[src/rtl/regfile_responder.sv]
// ---------------------------------------------------------------------------
// regfile_responder
//
// Responder end of the processor-to-register-file op handshake. Holds a
// 32 x 16-bit register file with two read ports and one write port. A
// non-zero 3-bit request word is captured in IDLE together with all
// addresses and write data. The block then spends ACCESS_CYCLES edges in
// ACCESS, performs the optional write in WRITE, and signals completion with
// a single-cycle registered dne pulse in RESP. It then waits in HOLD until
// the initiator returns the request word to 3'b000.
//
// Parameters
//   ACCESS_CYCLES  clock edges spent in ACCESS before read data updates (1-15)
//
// Ports
//   clk         in   1   single clock, all state on posedge
//   rst_n       in   1   asynchronous active-low reset
//   ops         in   3   request: bit2 read port 1, bit1 read port 2, bit0 write
//   read1       in   5   read address, port 1
//   read2       in   5   read address, port 2
//   write       in   5   write address
//   local_data  in  16   write data (the name "local" is a reserved word)
//   readt1      out 16   port-1 read data, holds until the port is read again
//   readt2      out 16   port-2 read data, holds until the port is read again
//   dne         out  1   completion pulse, registered, one cycle wide
// ---------------------------------------------------------------------------
module regfile_responder #(
    parameter int unsigned ACCESS_CYCLES = 1
) (
    input  logic        clk,
    input  logic        rst_n,
    input  logic [2:0]  ops,
    input  logic [4:0]  read1,
    input  logic [4:0]  read2,
    input  logic [4:0]  write,
    input  logic [15:0] local_data,
    output logic [15:0] readt1,
    output logic [15:0] readt2,
    output logic        dne
);

    // State encoding
    localparam logic [2:0] ST_IDLE   = 3'd0;
    localparam logic [2:0] ST_ACCESS = 3'd1;
    localparam logic [2:0] ST_WRITE  = 3'd2;
    localparam logic [2:0] ST_RESP   = 3'd3;
    localparam logic [2:0] ST_HOLD   = 3'd4;

    // Count value on which ACCESS finishes; cnt starts at 0 after accept.
    localparam logic [3:0] LAST_CNT = 4'(ACCESS_CYCLES - 1);

    localparam int unsigned NUM_REGS = 32;

    logic [2:0]  state_q,   state_d;
    logic [3:0]  cnt_q,     cnt_d;
    logic [2:0]  ops_q,     ops_d;
    logic [4:0]  read1_q,   read1_d;
    logic [4:0]  read2_q,   read2_d;
    logic [4:0]  write_q,   write_d;
    logic [15:0] local_q,   local_d;
    logic [15:0] readt1_q,  readt1_d;
    logic [15:0] readt2_q,  readt2_d;
    logic        dne_q,     dne_d;
    logic [15:0] rf_q [NUM_REGS];
    logic [15:0] rf_d [NUM_REGS];

    // Next-state, capture, read-out and write-back logic for the op sequence.
    always_comb begin
        state_d  = state_q;
        cnt_d    = cnt_q;
        ops_d    = ops_q;
        read1_d  = read1_q;
        read2_d  = read2_q;
        write_d  = write_q;
        local_d  = local_q;
        readt1_d = readt1_q;
        readt2_d = readt2_q;
        dne_d    = 1'b0;
        rf_d     = rf_q;

        case (state_q)
            ST_IDLE: begin
                if (ops != 3'b000) begin
                    // Everything the op needs is frozen here; later input
                    // changes cannot disturb an operation in flight.
                    ops_d   = ops;
                    read1_d = read1;
                    read2_d = read2;
                    write_d = write;
                    local_d = local_data;
                    cnt_d   = 4'd0;
                    state_d = ST_ACCESS;
                end else begin
                    state_d = ST_IDLE;
                end
            end

            ST_ACCESS: begin
                cnt_d = cnt_q + 4'd1;
                if (cnt_q == LAST_CNT) begin
                    // Reads sample the array before any write of this op,
                    // so a same-address read+write returns the old value.
                    if (ops_q[2]) begin
                        readt1_d = rf_q[read1_q];
                    end else begin
                        readt1_d = readt1_q;
                    end
                    if (ops_q[1]) begin
                        readt2_d = rf_q[read2_q];
                    end else begin
                        readt2_d = readt2_q;
                    end
                    if (ops_q[0]) begin
                        state_d = ST_WRITE;
                    end else begin
                        state_d = ST_RESP;
                        dne_d   = 1'b1;
                    end
                end else begin
                    state_d = ST_ACCESS;
                end
            end

            ST_WRITE: begin
                rf_d[write_q] = local_q;
                state_d       = ST_RESP;
                dne_d         = 1'b1;
            end

            ST_RESP: begin
                // dne was raised on entry; leaving RESP drops it.
                state_d = ST_HOLD;
                dne_d   = 1'b0;
            end

            ST_HOLD: begin
                // A held request is never re-executed; a 000 gap is needed.
                if (ops == 3'b000) begin
                    state_d = ST_IDLE;
                end else begin
                    state_d = ST_HOLD;
                end
            end

            default: begin
                state_d = ST_IDLE;
                dne_d   = 1'b0;
            end
        endcase
    end

    // Control, capture and output registers with asynchronous reset.
    always_ff @(posedge clk or negedge rst_n) begin
        if (!rst_n) begin
            state_q  <= ST_IDLE;
            cnt_q    <= 4'd0;
            ops_q    <= 3'b000;
            read1_q  <= 5'd0;
            read2_q  <= 5'd0;
            write_q  <= 5'd0;
            local_q  <= 16'h0000;
            readt1_q <= 16'h0000;
            readt2_q <= 16'h0000;
            dne_q    <= 1'b0;
        end else begin
            state_q  <= state_d;
            cnt_q    <= cnt_d;
            ops_q    <= ops_d;
            read1_q  <= read1_d;
            read2_q  <= read2_d;
            write_q  <= write_d;
            local_q  <= local_d;
            readt1_q <= readt1_d;
            readt2_q <= readt2_d;
            dne_q    <= dne_d;
        end
    end

    // Register file storage; reset clears every entry to zero.
    always_ff @(posedge clk or negedge rst_n) begin
        if (!rst_n) begin
            for (int i = 0; i < NUM_REGS; i++) begin
                rf_q[i] <= 16'h0000;
            end
        end else begin
            for (int i = 0; i < NUM_REGS; i++) begin
                rf_q[i] <= rf_d[i];
            end
        end
    end

    assign readt1 = readt1_q;
    assign readt2 = readt2_q;
    assign dne    = dne_q;

endmodule

[config.mk]
export PLATFORM = sky130hd
export DESIGN_NAME = regfile_responder
export DESIGN_NICKNAME = d
export VERILOG_FILES = /design/src/rtl/regfile_responder.sv
export SDC_FILE = /design/constraint.sdc
export NUM_CORES = 1
export LEC_CHECK = 0
export BUFFER_PORTS_ARGS = -buffer_cell sky130_fd_sc_hd__buf_4
export CAP_MARGIN = 25
export CORE_UTILIZATION = 55
export CTS_CLUSTER_DIAMETER = 50
export DETAILED_ROUTE_END_ITERATION = 8
export PLACE_DENSITY = 0.78
export SLEW_MARGIN = 20
export SYNTH_ARGS = -nofsm -noshare
export SYNTH_HDL_FRONTEND = slang
export SYNTH_SLANG_ARGS = --single-unit
[constraint.sdc]
create_clock -name clk -period 4.05 [get_ports clk]
set_input_delay 0.6075 -clock clk [delete_from_list [all_inputs] [get_ports clk]]
set_output_delay 0.6075 -clock clk [all_outputs]
set_load 0.03 [all_outputs]
==> impl.org <==
** Run
- Count of max-cap constraint violations :: 0

** GRT
- Via count of the first global-routing pass :: approximately 22,000
- For met2 alone, demand over resource in global routing was ~49%.
- Gr busiest metal :: met2
- Entering global routing, the biggest net connects 107 pins.
- Summed over all layers, the global routing overflow is 0.
- Met1 Use GR :: 41.47%
- Global routing used between 30% and 40% of the available tracks across all layers.
- Initial antenna violation count :: 2
- The first global-routing pass estimated 134.1 mm of wire.
- Global routing consumed, on the met3 layer, 5.865% of the routing resources.

** Cells and area
- Area overhead of the layout relative to synthesis :: 11.50%
- Antenna fix cells :: 0
- Final Core Density :: approximately 62%
- Final instance count without filler cells :: 3,180
- Share of final-layout standard cells stronger than drive strength 1 :: a little over a third
- At the end of the flow, the number of nets in the layout was roughly 2,400.

** Yosys
- After synthesis, the share of flip-flops with an asynchronous set or reset is between 90% and 100%.
- Synth Cell Area :: slightly above 0.03 mm2
- Synth warn :: 0
- When the netlist entered floorplanning its net count stood at 2,431.
- Number of distinct library cells after synthesis :: 42
- Ys flop type :: sky130_fd_sc_hd__dfrtp_1
- Flip-flop and latch count after synthesis :: 586
- Mean cell area of the mapped netlist :: between 10 and 15 um2
- Cell count after synthesis :: ~2,400
- The synthesized design contains 0 enable-type register cells.
- Register area share after synthesis :: between 40 and 50%

** Timing
- Shortest clock period the worst path allows after layout :: ~2.9 ns
- Slew at the pin with the worst max-slew slack :: 1.085 ns
- FMAX :: 341.9 MHz
- The final hold violation count is 0.
- Clock skew on the completed layout was measured at approximately 0.025 ns.
- The total count of max-transition violations in the final report came to 0.
- The worst path uses 72.21% of the clock period.
- Setup repair after global routing missed its margin :: false
- Final setup vio count :: 0
- Max-slew headroom :: roughly 28%
- In the final timing run, aggregate negative setup slack is 0 ns.

** CTS
- Number of cells upsized or downsized after cts :: 0
- Number of buffers created by CTS :: 61
- Deepest clock path buffer count :: 3
- The H-tree generated during clock tree synthesis spans 2 levels.
- In this run the post-CTS setup repair buffer count came out at 0.
- Clock-pin slew was measured on the worst setup and hold paths at ~0.060 ns.
- # hold bufs at CTS :: 0
- TritonCTS built the clock tree.
- CTS placed an instance of sky130_fd_sc_hd__clkbuf_16 at the clock tree root.
- Sinks on the clock net :: between 500 and 600
- The clock reaches the later pin of the worst-skew pair after approximately 0.65 ns.

** Placed design
- Input and output buffers added on the ports amount to approximately 70.
- Estimated wirelength of the detail-placed design :: 53.71 mm
- Routability cong. :: between 0.8 and 0.9
- Including well taps, the total number of placed cells is ~3,100.

** Routing
- After detailed routing, the number of remaining DRC violations is 0.
- Detailed Route WL :: about 88 mm
- The count of nets left with antenna violations once routing finished came out at 0.
- Via count of the routed design :: around 22,000
- The first TritonRoute pass finished after 5 iterations.
- Using the TritonRoute via totals, the vias-per-cell ratio works out to a little under 7.
- Violation count after the first detailed-routing iteration :: between 2,000 and 2,500
- After detailed routing, the average wire length per cell comes to ~28 um.

** Critical path
- Maximum fanout encountered on the critical timing path :: 45
- The critical path contains buffers and inverters numbering 2 combined.
- The critical path is of the flip-flop to flip-flop type.
- Data on the critical path is required at its endpoint by between 4 and 5 ns.
- Origin of the worst setup path :: read2_q[0]$_DFFE_PN0P_
- Critical-path cell list :: buf_12 > buf_4 > mux2i_1 > a22oi_1 > a21oi_1 > o41ai_1
- Delay contributed by the slowest stage of the critical path :: just over 1 ns
- The startpoint identified for the worst register-to-register timing path is read2_q[0]$_DFFE_PN0P_.
- CP max-delay cell :: sky130_fd_sc_hd__dfrtp_4
- STA classifies the critical path endpoint as a flip-flop.
- Data arrival time of the critical path :: 3.43 ns
- Cell type group with the largest total delay on the critical path :: flip-flops
- Logic depth of the worst register-to-register path :: 6
- Endpoint of the worst register-to-register path :: readt2[11]$_DFFE_PN0P_
- Crit start category :: flip-flop
- Internal reg-to-reg setup slack :: 1.13 ns

** Power and ir drop
- For this design the ratio of total power to cell area is 758.1 mW/mm2.
- After layout, the design draws a total of about 26 mW.
- VDD sags by at most between 0.0004 and 0.0005 V.
- For this design the static power due to leakage is approximately 17 nW.

** Floorplan
- In this run the count of I/O pins placed on the die edge is between 60 and 70.
- The initial utilization of the core area, before any placement, comes to between 50 and 60%.
- In this run the vertical extent of the chip is around 240 um.
- The region available for standard cell placement spans around 0.055 mm2.
- The die covers about 0.057 mm2.
- Die width :: 238.4 um
- Row cnt :: 86

** Min path
- The worst hold path belongs to the class input port to asynchronous set/reset pin.

** Outcome
- Run status :: finished clean
## registers in the layout (all words and copies together) (netlist names)
| signal | cells |
|---|---|
| cnt_q | 4 |
| dne | 1 |
| local_q | 16 |
| ops_q | 3 |
| read1_q | 5 |
| read2_q | 5 |
| readt1 | 16 |
| readt2 | 16 |
| rf_q | 512 |
| state_q | 3 |
| write_q | 5 |
## synth_stat cells, types with 2 or more instances
cell                       instances  area [um2]
sky130_fd_sc_hd__a22oi_1         128       960.9
sky130_fd_sc_hd__o41ai_1          32       280.3
sky130_fd_sc_hd__dfrtp_1         586       14660
sky130_fd_sc_hd__nand2b_1          5       31.28
sky130_fd_sc_hd__nor2b_1           4       25.02
sky130_fd_sc_hd__nor2_2            9       56.30
sky130_fd_sc_hd__mux2_2          545        6137
sky130_fd_sc_hd__or3b_2            2       17.52
sky130_fd_sc_hd__o21ai_0           4       20.02
sky130_fd_sc_hd__a22o_1           64       560.5
sky130_fd_sc_hd__buf_4            46       345.3
sky130_fd_sc_hd__mux2i_1         512        5125
sky130_fd_sc_hd__or3_1             2       12.51
sky130_fd_sc_hd__a21oi_1          67       335.3
sky130_fd_sc_hd__inv_1             3       11.26
sky130_fd_sc_hd__nand3b_1          3       22.52
sky130_fd_sc_hd__nor2_1           15       56.30
sky130_fd_sc_hd__and2_1            3       18.77
sky130_fd_sc_hd__o22ai_1          32       200.2
sky130_fd_sc_hd__ha_1              2       25.02
sky130_fd_sc_hd__buf_2            43       215.2
sky130_fd_sc_hd__clkbuf_1        105       394.1
sky130_fd_sc_hd__nand4_2           2       25.02
sky130_fd_sc_hd__nand3_1           3       15.01
sky130_fd_sc_hd__nand2_1          56       210.2
sky130_fd_sc_hd__a221oi_1         64       560.5
sky130_fd_sc_hd__nor3_1            3       15.01
sky130_fd_sc_hd__and3b_1           2       17.52
sky130_fd_sc_hd__nor4_4            2       42.54
sky130_fd_sc_hd__buf_6            11       123.9
sky130_fd_sc_hd__nor3b_1           4       30.03
sky130_fd_sc_hd__buf_1            21       78.83
sky130_fd_sc_hd__or2_2             4       25.02
## logic make-up after synthesis
kind of cell / count (synthesis) / share of synthesized area (%)
AO/OA/AOI/OAI: 393 / 9.541
XOR/XNOR: 1 / 0.02850
adder cells (fa/ha/maj): 2 / 0.08139
buffers and inverters: 229 / 3.802
flip-flops: 586 / 47.70
multiplexers: 1058 / 36.67
AND/OR/NAND/NOR: 124 / 2.169
## how the worst max path moves through the flow
stage,endpoint,depth (start not counted),slack (ns)
finish,readt2[11]$_DFFE_PN0P_,6,1.13
global placement,readt2[12]$_DFFE_PN0P_,6,1.26
CTS,readt2[11]$_DFFE_PN0P_,6,1.14
floorplan,rf_q[501]$_DFFE_PN0P_,6,1.95
global route,rf_q[428]$_DFFE_PN0P_,4,1.01
detailed placement,readt2[11]$_DFFE_PN0P_,6,1.16
## stage by stage
step	setup WS [ns]	hold WS, ns	area [um2]
2_1_floorplan	1.949	0.3119	30740
3_3_place_gp	1.264	0.4978	31910
3_5_place_dp	1.160	0.5037	31970
4_1_cts	1.141	0.08332	34130
5_1_grt	1.009	0.1071	34280
6_report	1.126	0.04392	34280
## cells in the final DEF, fill, tap and decap left out, types with 3 or more instances in the layout
cell type and n:
sky130_fd_sc_hd__a21oi_1 67, sky130_fd_sc_hd__dfrtp_1 574, sky130_fd_sc_hd__inv_1 3, sky130_fd_sc_hd__buf_8 8, sky130_fd_sc_hd__nor3b_1 4, sky130_fd_sc_hd__buf_12 21, sky130_fd_sc_hd__o41ai_1 32, sky130_fd_sc_hd__or2_2 4
sky130_fd_sc_hd__mux2_2 545, sky130_fd_sc_hd__buf_4 117, sky130_fd_sc_hd__nor2_2 14, sky130_fd_sc_hd__dfrtp_2 10, sky130_fd_sc_hd__nor2b_4 4, sky130_fd_sc_hd__nand2_1 55, sky130_fd_sc_hd__nand3b_1 3, sky130_fd_sc_hd__a221oi_1 64
sky130_fd_sc_hd__bufinv_16 7, sky130_fd_sc_hd__clkbuf_1 13, sky130_fd_sc_hd__mux2i_1 512, sky130_fd_sc_hd__nand3_1 3, sky130_fd_sc_hd__clkbuf_16 63, sky130_fd_sc_hd__nand2b_1 5, sky130_fd_sc_hd__clkinv_2 10, sky130_fd_sc_hd__nor2_1 8
sky130_fd_sc_hd__a22oi_1 128, sky130_fd_sc_hd__nor3_1 3, sky130_fd_sc_hd__o22ai_1 32, sky130_fd_sc_hd__o21ai_0 4, sky130_fd_sc_hd__clkbuf_8 16, sky130_fd_sc_hd__inv_6 3, sky130_fd_sc_hd__a22o_1 64
## per-layer routing
metal	wire length (um)	vias to the layer above
met1	35830	11306
met3	7140	251
met5	26	-
li1	-	9047
met4	3950	4
met2	41140	1018
## report_power, final
part,internal [mW],switching [mW],leakage (nW),total (mW)
sequential,7.01,1.97,7.91,8.99
clock,3.59,2.42,1.07,6.01
combinational,4.67,6.32,7.68,11.0
## layout make-up
class	instances	area [um2]
Multi-Input combinational cell	1578	14980
Clock buffer	92	1846
Clock inverter	23	320.3
Timing Repair Buffer	150	1496
Fill cell	4086	20930
Inverter	3	11.26
Tap cell	748	935.9
Sequential cell	586	14680
Note: power is estimated with default switching activity, not from simulation.
